<file path="config.mk">
export PLATFORM = sky130hd
export DESIGN_NAME = program_memory_ctrl_flat
export DESIGN_NICKNAME = d
export VERILOG_FILES = /design/src/rtl/program_memory_ctrl_if.sv /design/src/rtl/program_memory_ctrl.sv /design/src/flat_wrapper.sv
export SDC_FILE = /design/constraint.sdc
export NUM_CORES = 1
export LEC_CHECK = 0
export CAP_MARGIN = 20
export CORE_MARGIN = 1
export CORE_UTILIZATION = 45
export DETAILED_ROUTE_END_ITERATION = 16
export GPL_TIMING_DRIVEN = 0
export HOLD_SLACK_MARGIN = 0.15
export MAX_ROUTING_LAYER = met4
export SYNTH_ARGS = -nofsm -noshare
export SYNTH_HDL_FRONTEND = slang
export SYNTH_SLANG_ARGS = --single-unit
</file>
<file path="constraint.sdc">
create_clock -name clk -period 7.4 [get_ports clk]
set_clock_uncertainty 0.1 [all_clocks]
set_input_delay 1.48 -clock clk [delete_from_list [all_inputs] [get_ports clk]]
set_output_delay 1.48 -clock clk [all_outputs]
set_load 0.01 [all_outputs]
</file>
<file path="src/rtl/program_memory_ctrl_if.sv">
// Fetch and program-load bus of the writable instruction memory.
// The core or loader drives it through master; the memory uses slave.
interface program_memory_ctrl_if #(
    parameter int ADDR_W = 5,
    parameter int INS_W  = 13
);
    logic              fetch_en;
    logic [ADDR_W-1:0] fetch_addr;
    logic [INS_W-1:0]  ins_out;
    logic              ins_valid;
    logic              busy;
    logic              load_start;
    logic              load_valid;
    logic [INS_W-1:0]  load_data;
    logic              load_last;
    logic              load_ready;
    logic              load_done;
    logic [ADDR_W:0]   load_count;
    logic [INS_W-1:0]  load_xsum;
    logic              load_err;

    modport master (
        output fetch_en, fetch_addr, load_start, load_valid, load_data, load_last,
        input  ins_out, ins_valid, busy, load_ready, load_done, load_count,
               load_xsum, load_err
    );

    modport slave (
        input  fetch_en, fetch_addr, load_start, load_valid, load_data, load_last,
        output ins_out, ins_valid, busy, load_ready, load_done, load_count,
               load_xsum, load_err
    );
endinterface

</file>
<file path="src/rtl/program_memory_ctrl.sv">
// Writable instruction memory with self-clear after reset, registered
// one-cycle fetch, and a valid/ready program load port that reports
// word count, XOR checksum and overflow.
//
// state | meaning
// ------+---------------------------------------------------------
// CLEAR | fill every location with NOP_WORD, one per cycle; busy
// IDLE  | serve fetches; wait for load_start
// LOAD  | accept program words into mem[0..]; busy, load_ready high
module program_memory_ctrl #(
    parameter int                ADDR_W   = 5,
    parameter int                INS_W    = 13,
    parameter logic [INS_W-1:0]  NOP_WORD = '0
) (
    input  logic                  clk,
    input  logic                  rst,
    program_memory_ctrl_if.slave  bus
);
    localparam int DEPTH = 2 ** ADDR_W;

    typedef enum logic [1:0] {
        CLEAR = 2'd0,
        IDLE  = 2'd1,
        LOAD  = 2'd2
    } state_t;

    state_t            state;
    logic [ADDR_W-1:0] ptr;
    logic [INS_W-1:0]  mem [DEPTH];

    logic              mem_we;
    logic [ADDR_W-1:0] mem_waddr;
    logic [INS_W-1:0]  mem_wdata;

    // Single write port shared by the clear sweep and the program load.
    always_comb begin
        mem_we    = 1'b0;
        mem_waddr = ptr;
        mem_wdata = NOP_WORD;
        if (!rst) begin
            if (state == CLEAR) begin
                mem_we = 1'b1;
            end else if (state == LOAD && bus.load_valid) begin
                mem_we    = 1'b1;
                mem_waddr = bus.load_count[ADDR_W-1:0];
                mem_wdata = bus.load_data;
            end
        end
    end

    // Storage array; contents are rebuilt by CLEAR, so no reset here.
    always_ff @(posedge clk) begin
        if (mem_we) mem[mem_waddr] <= mem_wdata;
    end

    // Sequencer with all outputs registered.
    always_ff @(posedge clk) begin
        if (rst) begin
            state          <= CLEAR;
            ptr            <= '0;
            bus.ins_out    <= NOP_WORD;
            bus.ins_valid  <= 1'b0;
            bus.busy       <= 1'b1;
            bus.load_ready <= 1'b0;
            bus.load_done  <= 1'b0;
            bus.load_count <= '0;
            bus.load_xsum  <= '0;
            bus.load_err   <= 1'b0;
        end else begin
            bus.load_done <= 1'b0;
            case (state)
                CLEAR: begin
                    bus.ins_valid <= 1'b0;
                    ptr           <= ptr + 1'b1;
                    if (ptr == ADDR_W'(DEPTH - 1)) begin
                        state    <= IDLE;
                        bus.busy <= 1'b0;
                    end
                end
                IDLE: begin
                    if (bus.load_start) begin
                        // a fetch in the same cycle is dropped
                        state          <= LOAD;
                        bus.busy       <= 1'b1;
                        bus.load_ready <= 1'b1;
                        bus.ins_valid  <= 1'b0;
                        bus.load_count <= '0;
                        bus.load_xsum  <= '0;
                        bus.load_err   <= 1'b0;
                    end else if (bus.fetch_en) begin
                        bus.ins_out   <= mem[bus.fetch_addr];
                        bus.ins_valid <= 1'b1;
                    end else begin
                        bus.ins_valid <= 1'b0;
                    end
                end
                LOAD: begin
                    bus.ins_valid <= 1'b0;
                    if (bus.load_valid) begin
                        bus.load_count <= bus.load_count + (ADDR_W + 1)'(1);
                        bus.load_xsum  <= bus.load_xsum ^ bus.load_data;
                        // final word either flagged or the one that fills the memory
                        if (bus.load_last || (bus.load_count[ADDR_W-1:0] == ADDR_W'(DEPTH - 1))) begin
                            state          <= IDLE;
                            bus.busy       <= 1'b0;
                            bus.load_ready <= 1'b0;
                            bus.load_done  <= 1'b1;
                            bus.load_err   <= ~bus.load_last;
                        end
                    end
                end
                default: begin
                    state <= CLEAR;
                    ptr   <= '0;
                end
            endcase
        end
    end
endmodule

</file>
<file path="src/flat_wrapper.sv">
// flat-port wrapper written by rule: the top's interface ports become plain ports
module program_memory_ctrl_flat 
#(
    parameter int                ADDR_W   = 5,
    parameter int                INS_W    = 13,
    parameter logic [INS_W-1:0]  NOP_WORD = '0
)
  (clk, rst, bus_fetch_en, bus_fetch_addr, bus_load_start, bus_load_valid, bus_load_data, bus_load_last, bus_ins_out, bus_ins_valid, bus_busy, bus_load_ready, bus_load_done, bus_load_count, bus_load_xsum, bus_load_err);
  program_memory_ctrl_if #(.ADDR_W(ADDR_W), .INS_W(INS_W)) bus_i ();
  input  logic clk;
  input  logic rst;
  input wire logic [$bits(bus_i.fetch_en)-1:0] bus_fetch_en;
  input wire logic [$bits(bus_i.fetch_addr)-1:0] bus_fetch_addr;
  input wire logic [$bits(bus_i.load_start)-1:0] bus_load_start;
  input wire logic [$bits(bus_i.load_valid)-1:0] bus_load_valid;
  input wire logic [$bits(bus_i.load_data)-1:0] bus_load_data;
  input wire logic [$bits(bus_i.load_last)-1:0] bus_load_last;
  output wire logic [$bits(bus_i.ins_out)-1:0] bus_ins_out;
  output wire logic [$bits(bus_i.ins_valid)-1:0] bus_ins_valid;
  output wire logic [$bits(bus_i.busy)-1:0] bus_busy;
  output wire logic [$bits(bus_i.load_ready)-1:0] bus_load_ready;
  output wire logic [$bits(bus_i.load_done)-1:0] bus_load_done;
  output wire logic [$bits(bus_i.load_count)-1:0] bus_load_count;
  output wire logic [$bits(bus_i.load_xsum)-1:0] bus_load_xsum;
  output wire logic [$bits(bus_i.load_err)-1:0] bus_load_err;
  assign bus_i.fetch_en = bus_fetch_en;
  assign bus_i.fetch_addr = bus_fetch_addr;
  assign bus_i.load_start = bus_load_start;
  assign bus_i.load_valid = bus_load_valid;
  assign bus_i.load_data = bus_load_data;
  assign bus_i.load_last = bus_load_last;
  assign bus_ins_out = bus_i.ins_out;
  assign bus_ins_valid = bus_i.ins_valid;
  assign bus_busy = bus_i.busy;
  assign bus_load_ready = bus_i.load_ready;
  assign bus_load_done = bus_i.load_done;
  assign bus_load_count = bus_i.load_count;
  assign bus_load_xsum = bus_i.load_xsum;
  assign bus_load_err = bus_i.load_err;
  program_memory_ctrl #(.ADDR_W(ADDR_W), .INS_W(INS_W), .NOP_WORD(NOP_WORD)) u_core (.clk(clk), .rst(rst), .bus(bus_i));
endmodule
</file>
==> results.tsv <==
metric	value	unit
Worst Setup Slack, final	3.24	ns
area delta synth->final	17.6	%
Hold Crit Endpoint	u_core.bus.ins_valid	
CTS tree	built	
RSZ-0062 raised after global routing	false	
Synth cell types	42	
max-cap viol count	0	
first-pass GRT wire length	69200	um
Post-synth EDFFs	416	
Synth async-reset ratio	0	
pre-CTS WS	2.49	ns
Mean Syn Cell Area	16.1	sq um
die width	204	um
count of input and output buffers	59	
CTS Buf Count	46	
Synth Net Count	1170	
Netlist Area Pre-Place	18300	sq um
Core ar.	39900	sq um
CTS root buffer	clkbuf_16	
vias in the first global route	10400	
R2R Setup Slk	3.82	ns
DRC Markers	0	
DRT antenna net count	0	
Static Leak	7.34	nW
Std-Cell Rows	73	
Non-Filler Instances	1848	
Post-CTS Setup Bufs	0	
post-DR wirelength/cell	25.9	um
Post-CTS Hold Buffers	0	
initial core utilization	0.459	
Critical R2R Capture	u_core.mem[13][0]	
DRT Pass-1 Iters	5	
DP Wirelength	32800	um
final setup fails	0	
gr usage total	0.241	
critical path data arrival time	4.33	ns
worst setup path class	in -> reg	
Final nets	1317	
min-delay src	u_core.bus.ins_valid	
Fmax	240	MHz
R2R depth	11	
clk buf depth	3	
reg2reg start	u_core.state[0]	
Hold Path Depth	2	
Register Area	13400	sq um
synthesized flop and latch total	460	
initial antenna violation count	1	
Clk Latency, worst-skew pair	0.56	ns
Post-synth top flop	edfxtp_1	
CTS sink count	460	
Post-CTS Resized	0	
Syn Inst Count	1137	
Die H	204	um
Slew HR	0.389	
max-slew violation total from the final report	0	
Overflow after GRT	0	
Filler cells	3259	
Hold Crit Class	reg -> reg	
multi-input logic area	4530	sq um
Crit. End Element	register	
share of the synthesized area in the top cell type	0.683	
peak fanout along the critical path	10	
post-synth top area cell	edfxtp_1	
Final Cycle Share	0.562	
top post-synthesis cells by area	edfxtp_1 68%, mux2i_1 12%, dfxtp_1 4.8%, a22oi_1 4.3%, a21oi_1 1.7%	
Top Ports	61	
crit start category	input pin	
pwr dens	245	nW/um^2
Via Count	10500	
H-tree Lvls	2	
status	finished, final reports clean	
die area	41500	sq um
setup tns final	0	ns
crit path time final	4.16	ns
VDD IR max	0.000189	V
Worst-Margin Slew	0.916	ns
final hold vios	0	
GP Congestion	0.854	
CP Data Required Time	7.57	ns
Initial DRC Count	990	
ratio of cells with drive above 1 in the final layout	0.102	
Via density	5.66	
sequential fraction of the synthesis area	0.731	
overall power	5.27	mW
Synth Warn #	0	
placed instance count	1759	
final WL	47900	um
pin count of the biggest net entering global routing	33	
clock-pin slew on the worst setup and hold paths	0.06	ns
logic make-up (layout without fill, tap and decap cells):
| logic type | count (synthesis) | in the layout | share of synthesized area |
|---|---|---|---|
| compound gates | 194 | 194 | 0.0703 |
| other cells | 0 | 1 | 0 |
| fa+ha+maj | 9 | 9 | 0.00615 |
| flops | 460 | 460 | 0.731 |
| mux | 215 | 215 | 0.118 |
| simple gates | 172 | 172 | 0.0446 |
| xor+xnor | 17 | 17 | 0.00813 |
| buf+inv | 70 | 255 | 0.0225 |
worst max-delay path, stage by stage:
cell and delay [ns]:
clkdlybuf4s50_1 0.55, nor4bb_1 0.28, clkbuf_1 0.35, clkbuf_1 0.34
nand3b_1 0.11, o21ai_0 0.13, nand2_1 0.18, nor2_1 0.66
buf_6 0.25
where the power goes:
group | leakage [nW] | internal, mW | switching, mW | total [mW]
logic | 2.63 | 0.102 | 0.174 | 0.276
clock network | 0.683 | 1.20 | 0.961 | 2.16
registers | 4.03 | 2.82 | 0.0120 | 2.83
total | 7.34 | 4.13 | 1.15 | 5.27
cell usage in the layout, fill, tap and decap left out, types with 14 or more instances in the layout:
master	netlist	layout
clkdlybuf4s50_1	0	59
clkbuf_1	38	47
a211oi_1	14	14
a22oi_1	105	105
buf_6	7	24
a21oi_1	62	62
edfxtp_1	416	416
dfxtp_1	44	44
buf_4	11	21
xor2_1	16	16
nand2_1	33	33
nor2_1	81	78
clkbuf_16	0	47
clkinv_1	0	14
mux2i_1	213	213
Yosys cell counts, types with 4 or more instances:
| master | instances |
|---|---|
| a211oi_1 | 14 |
| a21oi_1 | 62 |
| a22oi_1 | 105 |
| and2_1 | 15 |
| buf_1 | 4 |
| buf_4 | 11 |
| buf_6 | 7 |
| clkbuf_1 | 38 |
| dfxtp_1 | 44 |
| edfxtp_1 | 416 |
| ha_1 | 9 |
| inv_1 | 4 |
| mux2i_1 | 213 |
| nand2_1 | 33 |
| nand2b_1 | 6 |
| nor2_1 | 81 |
| nor2b_1 | 6 |
| o21ai_0 | 7 |
| or4_1 | 13 |
| xor2_1 | 16 |
cell type report:
cell class | instances | area share
flip-flops and latches | 460 | 0.621
multi-input cells | 607 | 0.210
clock buffers | 56 | 0.0562
repair buffers | 99 | 0.0535
well taps | 525 | 0.0305
plain buffers | 66 | 0.0184
clock inverters | 30 | 0.00861
inverters | 4 | 0.000698
diodes | 1 | 0.000116
registers in the layout, summed over array words and instances, names as in the netlist:
register and count:
u_core.bus.load_xsum 13, u_core.state 2, u_core.bus.load_count 6, u_core.bus.ins_out 13
u_core.mem 416, u_core.bus.ins_valid 1, u_core.ptr 5, u_core.bus.load_done 1
u_core.bus.load_err 1, u_core.bus.load_ready 1, u_core.bus.busy 1
metal layers:
metal / global-route usage / wire (um) / share of wire
met2: 0.362 / 21900 / 0.46
met5: - / 0 / 0
met4: 0.0916 / 1690 / 0.035
met3: 0.0428 / 3260 / 0.068
met1: 0.326 / 21100 / 0.44
worst max-delay path by stage:
stage / endpoint / start
final: u_core.mem[13][0] / bus_load_valid
after global routing: u_core.mem[13][0] / bus_load_valid
after CTS: u_core.mem[26][4] / bus_load_valid
after detailed placement: u_core.mem[20][4] / bus_load_valid
after global placement: u_core.mem[20][10] / bus_load_valid
after floorplan: u_core.mem[10][0] / bus_load_valid
stage by stage:
step	hold WS [ns]	utilization	instance area, sq um
after floorplan	0.388	-	18300
after detailed placement	0.379	0.503	20100
after global routing	0.423	0.539	21500
after CTS	0.405	0.538	21500
final	0.398	0.539	21500
after global placement	0.374	0.490	19600
Note: power is estimated with default switching activity, not from simulation.
